**src/rtl/pipe_pkg.sv**
```systemverilog
// rtl/pipe_pkg.sv - shared scoreboard types and constants for the pipeline hazard unit
package pipe_pkg;

  // Widest register index any pipeline instance may use; narrower indices are zero-extended.
  localparam int SB_DST_W = 8;

  // Forwarding select value meaning "take the operand from the register file".
  localparam int FWD_SRC_RF = 0;

  // Nop instruction loaded by the stage registers on bubble/flush.
  localparam logic [31:0] NOP_INSN = 32'h0000_0013;

  typedef struct packed {
    logic                v;
    logic [SB_DST_W-1:0] dst;
    logic                load;
  } sb_entry_t;

  localparam sb_entry_t SB_EMPTY = '{v: 1'b0, dst: '0, load: 1'b0};

endpackage

```
**src/rtl/pipe_hazard_unit_sb_match.sv**
```systemverilog
// rtl/pipe_hazard_unit_sb_match.sv - youngest-match priority encoder over the scoreboard
module sb_match
  import pipe_pkg::*;
#(
  parameter int REG_AW   = 4,
  parameter int DEPTH    = 3,
  parameter int ZERO_REG = 0,
  parameter int FWD_W    = 2
) (
  input  logic                    use_op,
  input  logic [REG_AW-1:0]       src,
  input  logic [DEPTH-1:0]        v,
  input  logic [DEPTH*REG_AW-1:0] dst,
  output logic                    hit_young,
  output logic [FWD_W-1:0]        sel
);

  logic zero_src;
  logic hit;

  assign zero_src = (ZERO_REG != 0) && (src == '0);

  // Scan oldest to youngest so the youngest (lowest index) match is the last one written.
  always_comb begin
    sel       = FWD_W'(FWD_SRC_RF);
    hit_young = 1'b0;
    hit       = 1'b0;
    for (int i = DEPTH - 1; i >= 0; i--) begin
      hit = use_op && v[i] && (dst[i*REG_AW +: REG_AW] == src) && !zero_src;
      if (hit) begin
        sel = FWD_W'(i + 1);
      end
      if (i == 0) begin
        hit_young = hit;
      end
    end
  end

endmodule

```
**src/rtl/pipe_hazard_unit.sv**
```systemverilog
// rtl/pipe_hazard_unit.sv - scoreboard-based forwarding, load-use stall and redirect flush control
module pipe_hazard_unit
  import pipe_pkg::*;
#(
  parameter int REG_AW       = 4,
  parameter int DEPTH        = 3,
  parameter int REDIRECT_STG = 1,
  parameter int ZERO_REG     = 0,
  parameter int CNT_W        = 16,
  parameter int FWD_W        = $clog2(DEPTH + 1)
) (
  input  logic              clk,
  input  logic              rst_n,
  input  logic              hold,
  input  logic              id_valid,
  input  logic [REG_AW-1:0] id_srcA,
  input  logic              id_useA,
  input  logic [REG_AW-1:0] id_srcB,
  input  logic              id_useB,
  input  logic [REG_AW-1:0] id_dst,
  input  logic              id_wen,
  input  logic              id_load,
  input  logic              redirect,
  output logic              stall_f,
  output logic              stall_d,
  output logic              bubble_e,
  output logic              flush_d,
  output logic [FWD_W-1:0]  fwdA_sel,
  output logic [FWD_W-1:0]  fwdB_sel,
  output logic [CNT_W-1:0]  stall_cnt,
  output logic [CNT_W-1:0]  flush_cnt
);

  if (REDIRECT_STG < 0 || REDIRECT_STG >= DEPTH) begin : g_bad_redirect
    $error("pipe_hazard_unit: REDIRECT_STG must lie in [0, DEPTH)");
  end
  if (REG_AW > SB_DST_W || REG_AW < 1) begin : g_bad_reg_aw
    $error("pipe_hazard_unit: REG_AW out of range");
  end

  sb_entry_t                sb     [DEPTH];
  sb_entry_t                sb_nxt [DEPTH];
  logic [DEPTH-1:0]         sb_v;
  logic [DEPTH*REG_AW-1:0]  sb_dst;
  logic                     hit_a;
  logic                     hit_b;
  logic                     lu;
  logic                     stall_ev;
  logic                     unused_sb;

  always_comb begin
    sb_v      = '0;
    sb_dst    = '0;
    unused_sb = 1'b0;
    for (int i = 0; i < DEPTH; i++) begin
      sb_v[i]                   = sb[i].v;
      sb_dst[i*REG_AW +: REG_AW] = sb[i].dst[REG_AW-1:0];
      unused_sb                 = unused_sb ^ (^sb[i]);
    end
  end

  sb_match #(
    .REG_AW  (REG_AW),
    .DEPTH   (DEPTH),
    .ZERO_REG(ZERO_REG),
    .FWD_W   (FWD_W)
  ) u_match_a (
    .use_op   (id_useA),
    .src      (id_srcA),
    .v        (sb_v),
    .dst      (sb_dst),
    .hit_young(hit_a),
    .sel      (fwdA_sel)
  );

  sb_match #(
    .REG_AW  (REG_AW),
    .DEPTH   (DEPTH),
    .ZERO_REG(ZERO_REG),
    .FWD_W   (FWD_W)
  ) u_match_b (
    .use_op   (id_useB),
    .src      (id_srcB),
    .v        (sb_v),
    .dst      (sb_dst),
    .hit_young(hit_b),
    .sel      (fwdB_sel)
  );

  // Only a load sitting in execute cannot forward yet; older loads forward normally.
  assign lu       = id_valid && sb[0].load && (hit_a || hit_b);
  assign stall_ev = lu && !redirect;

  assign stall_f  = stall_ev;
  assign stall_d  = stall_ev;
  assign bubble_e = lu || redirect;
  assign flush_d  = redirect;

  // Redirect kills the wrong-path entries younger than the resolving stage before they shift.
  always_comb begin
    sb_nxt[0] = '{v:    id_valid && id_wen && !lu && !redirect,
                  dst:  SB_DST_W'(id_dst),
                  load: id_load};
    for (int i = 1; i < DEPTH; i++) begin
      sb_nxt[i] = sb[i-1];
      if (redirect && ((i - 1) < REDIRECT_STG)) begin
        sb_nxt[i].v = 1'b0;
      end
    end
  end

  always_ff @(posedge clk) begin
    if (!rst_n) begin
      for (int i = 0; i < DEPTH; i++) begin
        sb[i] <= SB_EMPTY;
      end
      stall_cnt <= '0;
      flush_cnt <= '0;
    end else if (!hold) begin
      for (int i = 0; i < DEPTH; i++) begin
        sb[i] <= sb_nxt[i];
      end
      if (stall_ev && (stall_cnt != '1)) begin
        stall_cnt <= stall_cnt + CNT_W'(1);
      end
      if (redirect && (flush_cnt != '1)) begin
        flush_cnt <= flush_cnt + CNT_W'(1);
      end
    end
  end

endmodule

```
**config.mk**
```make
export PLATFORM = sky130hd
export DESIGN_NAME = pipe_hazard_unit
export DESIGN_NICKNAME = d
export VERILOG_FILES = /design/src/rtl/pipe_pkg.sv /design/src/rtl/pipe_hazard_unit_sb_match.sv /design/src/rtl/pipe_hazard_unit.sv
export SDC_FILE = /design/constraint.sdc
export NUM_CORES = 1
export LEC_CHECK = 0
export ABC_AREA = 1
export CORE_UTILIZATION = 52
export DETAILED_ROUTE_END_ITERATION = 8
export GPL_TIMING_DRIVEN = 0
export PLACE_DENSITY = 0.84
export SLEW_MARGIN = 20
export SYNTH_ARGS = -nofsm -noshare
export SYNTH_HDL_FRONTEND = slang
export SYNTH_HIERARCHICAL = 1
export SYNTH_SLANG_ARGS = --single-unit
```
**constraint.sdc**
```tcl
create_clock -name clk -period 2 [get_ports clk]
set_input_delay 0.2 -clock clk [delete_from_list [all_inputs] [get_ports clk]]
set_output_delay 0.2 -clock clk [all_outputs]
set_load 0.02 [all_outputs]
```
Yosys cells after proc, flatten, opt, wreduce, memory -nomap -nowiden:

Memories as Yosys holds them, arrays and structs flattened.
Cells that the tools add are included.
Widths: inputs -> output; s select.

* bits in latches: 0
* bits in read-only memories: 0
* output and inout port bits: 40
* input port bits: 21
* logic and storage cells: 57
* bits in registers: 32
* bits in writable memories: 30
* memories: 1

Memory list
* sb: depth 3, bits a word 10, read ports 3, clocked after Yosys merged registers in 0, wr ports 3, RTL line pipe_hazard_unit.sv:41 `sb_entry_t sb [DEPTH];`

* shifts and indexed selects: 0
* equality and inequality tests: 8
* divide/modulo/power cells: 0
* bitwise operators: 4
* multiplexer cells: 14
* reduce and logical (&&, ||, !) cells: 26
* multiply operators: 0
* magnitude comparators: 0
* add/sub/neg operators: 2

Operators by type and width (count)
* $add 16x1->16 const B: 2
* $ne 16x16->1 const B: 2
* $mux 10: 3
* $eq 4x4->1: 6
* $logic_and 1x1->1: 20
* $mux 2: 6
* $mux 1: 5
* $reduce_and 2->1: 2
* $or 1x1->1: 3
* $logic_not 1->1: 2
* $logic_or 1x1->1: 2
* $not 1->1: 1

Depth between registers and ports, before layout:

An unclocked memory read counts as a cell.

* depth after elaboration: 9
* gate-level depth with buffers: 14
* depth with buffers taken out: 13

Hierarchy:

The synthesis kept the hierarchy.

By module, submodules not included
* pipe_hazard_unit: instances 1, area each 2582.5 µm², sequential area each 1121.1 µm², cells an instance 390
* sb_match: instances 2, area each 274.0 µm², sequential area each 0.0 µm², cells an instance 57

Worst setup path after synthesis:

No wires, ideal clock.

* kind: reg2reg
* start point: mem sb[0][4] (netlist bit)
* end point: reg stall_cnt[15]
* buffers on the path: 1
* period minus slack after synthesis: 1.939 ns
* cell stages (with the launch flop): 12
* setup slack: 0.061 ns
* data arrival time: 1.824 ns
* data required time: 1.885 ns
* setup time: 0.115 ns
* cells stage by stage: edfxtp_1 a21oi_2 nand3_2 nor2_4 nor2_1 nor3_4 inv_2 nor2_4 buf_6 nand3_1 nand2_1 nor2_1

RTL lines
* start: declaration: RTL line pipe_hazard_unit.sv:41
* end signal: assignment: RTL line pipe_hazard_unit.sv:124 `stall_cnt <= stall_cnt + CNT_W'(1);`
* end: declaration: RTL line pipe_hazard_unit.sv:30 `output logic [CNT_W-1:0] stall_cnt,`

==> reports/results.ini <==
[finish]
syn2layout_area_growth_pct = 25.4
final_util = 0.696
drive_gt1_frac = 0.0957
final_area_mm2 = 0.00393
layout.cells.non_filler = 647
nNetsFinal = 597
insertedDiodeCount = 0

[sta]
rsz0062_at_grt = yes
slew_headroom = 0.597
finalSetupTns_ps = 0
max_freq_mhz = 512
fin_crit_sh = 0.977
finalSetupViolCount = 0
period_needed_ps = 1950
setup_slack_ps = 45.3
finalHoldViolations = 0
worst_pin_slew_ps = 603
slew_viol_final = 0
finClkSkew_ps = 17.3

[setup_path]
cp-start-kind = flip-flop
cpPeakStageDelay_ps = 510
required_ps = 1800
cp_cell_sequence = nand2_1 > nand4_2 > nor2_4 > nor2_2 > nor3_4 > buf_4 > buf_4
slowest_stage = edfxtp_1
path_buf_inv = 2
path_class = reg2out
critPathArrivalTime_ps = 1750
crit_path_frequent_cell = buf_4
cp-end-kind = output pin
cp_top_family = simple AND/OR/NAND/NOR gates
cp_max_fo = 5

[grt]
grt_pass1_wl_um = 12300
grt.overflow.total = 0
grt_pass1_vias = 2850
grt.total_usage = 0.247
antenna_found_initial = 0
grt_max_degree = 17

[synth]
synth_nets = 527
yosysTopAreaCellShare = 0.205
seq_area_frac_synth = 0.358
netlist_area_mm2 = 0.00313
ys_top_cells_by_count = 144 x nand2_1, 97 x nor2_1, 92 x inv_1
synth_area_leaders = dfxtp_1 20%, nand2_1 17%, edfxtp_1 15%
ys_types = 26
yosysWarnings = 6
async_flop_share = 0
syn_inst = 504
yosysTopAreaCell = dfxtp_1
yosys_register_bits = 48
synth_edf_count = 16
synth-main-ff-cell = dfxtp_1
avgSynthCellArea_um2 = 6.21
yosysMostFrequentCell = nand2_1

[detailed_routing]
vias_per_cell = 4.95
via_count = 3200
drt_iter0_drc = 246
ant_nets = 0
dr.pass1.iters = 4
wirelength_um = 7430
wire_per_inst_um = 11.5
drc_errors = 0

[die]
io_pins = 61
dieArea_mm2 = 0.00633
initial_utilization = 0.555
die_x_um = 79.6
num_rows = 27
core_mm2 = 0.00564
die_h_um = 79.6

[power_and_ir_drop]
leakage_uw = 0.00186
power.density_mw_per_mm2 = 484
swShare = 0.264
power.internal_uw = 1400
power.share.sequential = 0.564
ir_drop_mv = 0.309
pwr-share-comb = 0.141
clock_power_share = 0.295
switching_power_uw = 502

[clocking]
clock-sinks = 48
path_clk_slew_ps = 90
cts_tree = built
clock_path_buffers = 2
h-tree-depth = 2
root_buffer = clkbuf_8
cts_buffers = 5
clk_latency_ps = 300

[placement]
place_congestion = 0.951
dp_cells = 633
dpl_cell_area_mm2 = 0.00379
place_ws_ps = -633
numPortBuffers = 57
hpwl_um = 5560

[job]
maxCapViolations = 0

[min_path]
min_path_type = in2reg

[status]
status = complete, no violations

## placed cells by master (no fill, tap or decap), drive strengths merged
cell type	instances
nand2	146
nor2	105
inv	99
nand3	60
clkdlybuf4s50	49
dfxtp	32
buf	18
edfxtp	16
a21oi	15
clkbuf	9
xor2	7
o21ai	5
dlygate4sd2	5
nor3	3
nand4	3
ha	2
clkinv	1
## path summary, 6_finish.rpt
check	startpoint	to	slack, ps	depth (start not counted)
max	sb[0][2]	stall_d	50	7
min	rst_n	stall_cnt[8]	250	3
max reg2reg	sb[0][2]	stall_cnt[3]	110	12
min reg2reg	stall_cnt[15]	stall_cnt[15]	560	2
## layout make-up
type / instances / area [µm²]
Inverter: 99 / 372
Timing Repair Buffer: 63 / 603
Tap cell: 72 / 90.1
Fill cell: 498 / 1720
Clock buffer: 7 / 77.6
Buffer: 11 / 68.8
Sequential cell: 48 / 1120
Multi-Input combinational cell: 346 / 1590
Clock inverter: 1 / 5.00
## timing repair
action,in CTS,in global routing
endpoints found under the setup margin,22,26
pin swaps,6,2
buffers inserted,6,0
hold buffers,0,0
cloned,0,0
resized for setup,21,5
## kinds of logic after synthesis
group | after synthesis | share of synthesized area
compound gates | 20 | 0.0344
xor+xnor | 7 | 0.0196
fa+ha+maj | 2 | 0.00799
buf+inv | 110 | 0.141
flops | 48 | 0.358
simple gates | 317 | 0.439
## per-stage QoR
stage | hold slack [ps] | power [µW]
2_1_floorplan | 408 | 1250
3_3_place_gp | 529 | 1350
3_5_place_dp | 535 | 1360
4_1_cts | 240 | 1910
5_1_grt | 256 | 1980
6_report | 249 | 1900
## sequential cells by signal, indices dropped and copies added, names as in the netlist
signal and flops:
flush_cnt 16, stall_cnt 16, sb 16
## metal layers
metal | routed length [µm] | up-vias | GRT usage
met1 | 3320 | 1427 | 0.313
met5 | 0 | - | 0
met4 | 68 | 0 | 0.0873
met2 | 3560 | 104 | 0.423
met3 | 476 | 6 | 0.0389
li1 | - | 1663 | -
## power groups by stage
stage	Sequential, µW	Combinational [µW]	Clock (µW)
floorplan	1090	159	0
global placement	1090	257	0
detailed placement	1090	264	0
CTS	1070	267	574
global route	1080	296	608
finish	1070	268	561
## worst reg2reg max path, delay by kind of cell (launching register included)
family                 cells  cell delay [ps]
flip-flops                 1              510
buffers and inverters      3              340
AND/OR/NAND/NOR            9              950
Note: power is estimated with default switching activity, not from simulation.
